### src/rtl/mem_arbiter.sv
// rtl/mem_arbiter.sv - shared memory port sequencer/arbiter for fetch and data stages
// Optional ARB_RR_EN selects round-robin arbitration; default is fixed data-first priority.
module mem_arbiter #(
  parameter int LATENCY = 4,
  parameter int ADDR_W  = 16,
  parameter int DATA_W  = 16
) (
  input  logic              clk,
  input  logic              rst,
  input  logic              if_req,
  input  logic [ADDR_W-1:0] if_addr,
  output logic              if_done,
  output logic [DATA_W-1:0] if_rdata,
  output logic              stall_if,
  input  logic              dm_rd,
  input  logic              dm_wr,
  input  logic [ADDR_W-1:0] dm_addr,
  input  logic [DATA_W-1:0] dm_wdata,
  output logic              dm_done,
  output logic [DATA_W-1:0] dm_rdata,
  output logic              stall_dm,
  output logic              mem_enable,
  output logic              mem_wr,
  output logic [ADDR_W-1:0] mem_addr,
  output logic [DATA_W-1:0] mem_wdata,
  input  logic [DATA_W-1:0] mem_rdata
);

  typedef enum logic [1:0] {IDLE, ISSUE, WAIT, RESP} state_t;

  // WAIT runs LATENCY-1 cycles after ISSUE; the last one has cnt == 0
  localparam logic [3:0] CNT_INIT = (LATENCY >= 2) ? 4'(LATENCY - 2) : 4'd0;

  state_t            state_q, state_d;
  logic [3:0]        cnt_q, cnt_d;
  logic              owner_q, owner_d;   // 1 = data port, 0 = fetch
  logic              wr_q, wr_d;
  logic [ADDR_W-1:0] addr_q, addr_d;
  logic [DATA_W-1:0] wdata_q, wdata_d;
  logic [DATA_W-1:0] if_rdata_q, if_rdata_d;
  logic [DATA_W-1:0] dm_rdata_q, dm_rdata_d;
  logic              dm_req, grant_dm, capture;
`ifdef ARB_RR_EN
  logic              last_grant_q, last_grant_d;
`endif

  always_comb begin
    state_d    = state_q;
    cnt_d      = cnt_q;
    owner_d    = owner_q;
    wr_d       = wr_q;
    addr_d     = addr_q;
    wdata_d    = wdata_q;
    if_rdata_d = if_rdata_q;
    dm_rdata_d = dm_rdata_q;
    capture    = 1'b0;
    dm_req     = dm_rd | dm_wr;
`ifdef ARB_RR_EN
    last_grant_d = last_grant_q;
    grant_dm     = dm_req & (~if_req | ~last_grant_q);
`else
    grant_dm     = dm_req;
`endif
    case (state_q)
      IDLE: begin
        if (if_req | dm_req) begin
          state_d = ISSUE;
          owner_d = grant_dm;
          addr_d  = grant_dm ? dm_addr : if_addr;
          wr_d    = grant_dm & dm_wr & ~dm_rd;
          if (grant_dm) wdata_d = dm_wdata;
`ifdef ARB_RR_EN
          last_grant_d = grant_dm;
`endif
        end
      end
      ISSUE: begin
        if (LATENCY == 1) begin
          capture = 1'b1;
          state_d = RESP;
        end else begin
          cnt_d   = CNT_INIT;
          state_d = WAIT;
        end
      end
      WAIT: begin
        if (cnt_q == 4'd0) begin
          capture = 1'b1;
          state_d = RESP;
        end else begin
          cnt_d = cnt_q - 4'd1;
        end
      end
      default: state_d = IDLE;
    endcase
    if (capture && !wr_q) begin
      if (owner_q) dm_rdata_d = mem_rdata;
      else         if_rdata_d = mem_rdata;
    end
  end

  always_ff @(posedge clk) begin
    if (!rst) begin
      state_q    <= IDLE;
      cnt_q      <= 4'd0;
      owner_q    <= 1'b0;
      wr_q       <= 1'b0;
      addr_q     <= '0;
      wdata_q    <= '0;
      if_rdata_q <= '0;
      dm_rdata_q <= '0;
    end else begin
      state_q    <= state_d;
      cnt_q      <= cnt_d;
      owner_q    <= owner_d;
      wr_q       <= wr_d;
      addr_q     <= addr_d;
      wdata_q    <= wdata_d;
      if_rdata_q <= if_rdata_d;
      dm_rdata_q <= dm_rdata_d;
    end
  end

`ifdef ARB_RR_EN
  always_ff @(posedge clk) begin
    if (!rst) last_grant_q <= 1'b0;
    else      last_grant_q <= last_grant_d;
  end
`endif

  assign mem_enable = (state_q == ISSUE);
  assign mem_wr     = mem_enable & wr_q;
  assign mem_addr   = addr_q;
  assign mem_wdata  = wdata_q;
  assign if_done    = (state_q == RESP) & ~owner_q;
  assign dm_done    = (state_q == RESP) & owner_q;
  assign if_rdata   = if_rdata_q;
  assign dm_rdata   = dm_rdata_q;
  assign stall_if   = if_req & ~if_done;
  assign stall_dm   = (dm_rd | dm_wr) & ~dm_done;

endmodule

### config.mk
export PLATFORM = sky130hd
export DESIGN_NAME = mem_arbiter
export DESIGN_NICKNAME = d
export VERILOG_FILES = /design/src/rtl/mem_arbiter.sv
export SDC_FILE = /design/constraint.sdc
export NUM_CORES = 1
export LEC_CHECK = 0
export CORE_UTILIZATION = 44
export DETAILED_ROUTE_END_ITERATION = 8
export GPL_ROUTABILITY_DRIVEN = 0
export PLACE_DENSITY = 0.83
export SYNTH_ARGS = -nofsm -noshare
export SYNTH_HDL_FRONTEND = slang
export SYNTH_SLANG_ARGS = --single-unit
### constraint.sdc
create_clock -name clk -period 4.4 [get_ports clk]
set_input_delay 1.1 -clock clk [delete_from_list [all_inputs] [get_ports clk]]
set_output_delay 1.1 -clock clk [all_outputs]
set_load 0.01 [all_outputs]
==> summary.txt <==
Run status
  • Run status: finished, violations left
  • Failing checks: design-rule violations

Setup path
  • Crit Path Max Fanout: 17
  • Critical path data arrival time: 2450 ps
  • List of cells traversed by the critical path: clkdlybuf4s50_1 -> nor2_1 -> buf_4 -> nor2_1 -> clkdlybuf4s50_1
  • Standard cell with the maximum stage delay on the critical path: sky130_fd_sc_hd__clkdlybuf4s50_1
  • CP max stage delay: 540 ps
  • Number of buffers and inverters on the critical path: 3
  • Family with the most delay on the worst path: buffers and inverters
  • Kind of launch point of the worst setup path: input port
  • Endpoint kind of the worst setup timing path: output pin
  • Crit path kind: in2out
  • Worst Path Required: 3300 ps

Logic synthesis
  • Share of flip-flops with an asynchronous set or reset after synthesis: 0%
  • Count of distinct cell types in the synthesized netlist: 35
  • Mean instance size in the synthesized netlist: 8.653 µm²
  • Post-synth EDFFs: 0
  • Synthesized instance count: 344
  • Number of storage elements in the synthesis netlist: approximately 70
  • Summed instance area of the synthesized netlist: between 2000 and 3000 µm²
  • Net count after synthesis: 418
  • Total number of yosys warnings: 0
  • Primary FF master, synth: sky130_fd_sc_hd__dfxtp_1
  • Sequential share of the synthesized area: 48.42%

Run
  • Max cap viols: 0

Finish
  • Fill cell count: 500
  • Reg area: approximately 1400 µm²
  • Number of standard cells in the final layout excluding fillers: 557
  • Final antenna diode count: 0
  • Area growth from synthesis to layout: 52.88%
  • Ratio of cells with drive above 1 in the final layout: 4.792%
  • # nets final: 549
  • Area of the multi-input gates: 1391 µm²

Power
  • Overall power consumption: between 2 and 2.5 mW
  • Leakage Power: 1.780 nW
  • VDD IR-drop max: 0.3548 mV
  • PD cells: 499.2 nW/µm²

Timing
  • Smallest setup slack after layout: 845.6 ps
  • Fin. Hold Viols: 0
  • Setup Viol. Count Final: 0
  • Final period util: between 80 and 90%
  • Setup TNS: 0 ps
  • Max Freq: 0.2813 GHz
  • Maximum clock skew at final layout: 13.46 ps
  • Rel. slew slack: 22.16%
  • Pin slew with the least headroom to its limit: between 1000 and 1500 ps
  • Unrepaired setup endpoints after global routing: no
  • Period minus WS final: ~3600 ps
  • Final Max Tran Viols: 0

Global routing
  • Total track usage: 22.81%
  • Global route overflow: 0
  • First-pass GRT wire length: roughly 13 mm
  • Maximum number of pins on one net before global-route repair: 57
  • Vias in the first global route: 2747
  • Initial antenna violation count: 0

Floorplanning
  • Die ar.: between 7000 and 8000 µm²
  • Starting utilization of the core area: 46.35%
  • Area of the core region: between 6000 and 7000 µm²
  • Die Height: 84.25 µm
  • Number of top-level pins: roughly 140
  • Width of the chip: 84.25 µm
  • Rows: 29

Clock network
  • Register clock-pin slew on the reported worst setup and hold paths: 70 ps
  • Maximum level of the CTS H-tree: 3
  • Worst-Skew Late Latency: 340 ps
  • Hold buffers post-CTS: 0
  • CTS Root Buffer Type: sky130_fd_sc_hd__clkbuf_8
  • Clock tree from TritonCTS: done
  • Number of gates resized after CTS: 0
  • Number of CTS-inserted buffers: 9
  • Setup bufs post-CTS: 0
  • CTS Buffer Depth: 2
  • Num Clock Sinks: 72

Detailed routing
  • Avg WL per Cell: 14.27 µm
  • Remaining design rule violation count: 9
  • Average vias per placed instance: 5.048
  • Via Count: roughly 2800
  • First-pass iteration count of the detailed router: 6
  • Total Wirelength: 7.948 mm
  • Post-route antenna net violation count: 0
  • Violation count after the first detailed-route iteration: roughly 120

Placed design
  • Setup WS pre-CTS: ~850 ps
  • Final HPWL DP: 5.752 mm
  • # port buffers: 138
  • Dpl cells: between 500 and 600

Min path
  • Hold WC Path Type: reg2reg
-- routing by layer --
layer,track usage (%),wire (µm),vias up
li1,-,-,1420
met1,26.65,3417,1289
met2,37.78,3827,77
met3,5.408,388,26
met4,14.42,314,0
met5,0,0,-
-- cells in the final DEF (no fill, tap or decap), drive strengths merged --
cell type / synthesis / routed
or3: 1 / 1
xnor2: 1 / 1
ha: 5 / 5
and3: 2 / 2
clkinvlp: 0 / 1
a22o: 1 / 1
mux2i: 35 / 35
o211ai: 3 / 3
nand2b: 1 / 1
a21oi: 17 / 17
nand3: 4 / 4
a2bb2oi: 1 / 1
nor2b: 2 / 2
or3b: 1 / 1
o31a: 1 / 1
o21a: 1 / 1
and2: 3 / 3
a311oi: 16 / 16
nand2: 100 / 100
inv: 6 / 6
clkbuf: 20 / 13
nor2: 20 / 20
nand3b: 1 / 1
clkdlybuf4s50: 0 / 137
nor3b: 1 / 1
dfxtp: 72 / 72
o21ai: 19 / 19
clkinv: 1 / 3
nor4: 1 / 1
buf: 5 / 8
nor3: 2 / 2
or4: 1 / 1
-- final cells by class --
class	instances	share of cell area, %
clock buffer	13	3.272
multi-input combinational	240	30.57
timing repair buffer	145	31.40
tap	77	2.117
sequential	72	31.67
inverter	7	0.5774
clock inverter	3	0.3849
-- cells in the mapped netlist (2+ instances only) --
| cell type | instances | share of area (%) |
|---|---|---|
| sky130_fd_sc_hd__a21oi_1 | 17 | 2.9 |
| sky130_fd_sc_hd__a311oi_1 | 16 | 4.7 |
| sky130_fd_sc_hd__and2_1 | 3 | 0.63 |
| sky130_fd_sc_hd__and3_1 | 2 | 0.42 |
| sky130_fd_sc_hd__clkbuf_1 | 20 | 2.5 |
| sky130_fd_sc_hd__dfxtp_1 | 72 | 48 |
| sky130_fd_sc_hd__ha_1 | 5 | 2.1 |
| sky130_fd_sc_hd__inv_1 | 6 | 0.76 |
| sky130_fd_sc_hd__mux2i_1 | 35 | 12 |
| sky130_fd_sc_hd__nand2_1 | 100 | 13 |
| sky130_fd_sc_hd__nand3_1 | 4 | 0.67 |
| sky130_fd_sc_hd__nor2_1 | 20 | 2.5 |
| sky130_fd_sc_hd__nor2b_1 | 2 | 0.42 |
| sky130_fd_sc_hd__nor3_1 | 2 | 0.34 |
| sky130_fd_sc_hd__o211ai_1 | 3 | 0.76 |
| sky130_fd_sc_hd__o21ai_0 | 18 | 3.0 |
-- worst min-delay path: stages (launching register included) --
cell and delay, ps:
sky130_fd_sc_hd__dfxtp_1 310, sky130_fd_sc_hd__nand2_1 50, sky130_fd_sc_hd__a21oi_1 50
-- report_power, final --
group | internal (mW) | switching [mW] | total (mW)
Clock | 0.219 | 0.237 | 0.456
Combinational | 0.469 | 0.470 | 0.939
Sequential | 0.795 | 0.0822 | 0.877
-- final timing paths --
| check | from | to | slack [ps] | cells after the start |
|---|---|---|---|---|
| hold reg to reg | mem_wdata[4] | mem_wdata[4] | 460 | 2 |
| setup / recovery | dm_wr | stall_dm | 850 | 5 |
| hold / removal | mem_wdata[4] | mem_wdata[4] | 460 | 2 |
| setup reg to reg | state_q[0] | owner_q | 2240 | 5 |
-- cell families (layout without fill, tap and decap cells) --
group,Yosys count,in the layout,synth area share (%)
flip-flops,72,72,48.42
multiplexers,35,35,11.77
AO/OA/AOI/OAI,59,59,12.65
XOR/XNOR,1,1,0.2943
adder cells (fa/ha/maj),5,5,2.102
AND/OR/NAND/NOR,140,140,19.92
buffers and inverters,32,168,4.833
-- through the flow --
stage               util, %  hold WS (ps)  area, µm²
finish                70.86         457.1       4551
global route          70.86         475.4       4551
CTS                   70.86         461.1       4551
detailed placement    68.26         445.4       4384
global placement      68.26         440.9       4384
floorplan                 -         470.9       2977
-- flip-flops by register name, summed over array words and instances, names as in the netlist --
name and flops:
mem_addr 16, cnt_q 4, mem_wdata 16, if_rdata 16, dm_rdata 16, state_q 2, wr_q 1, owner_q 1
(Power assumes the default switching activity.)
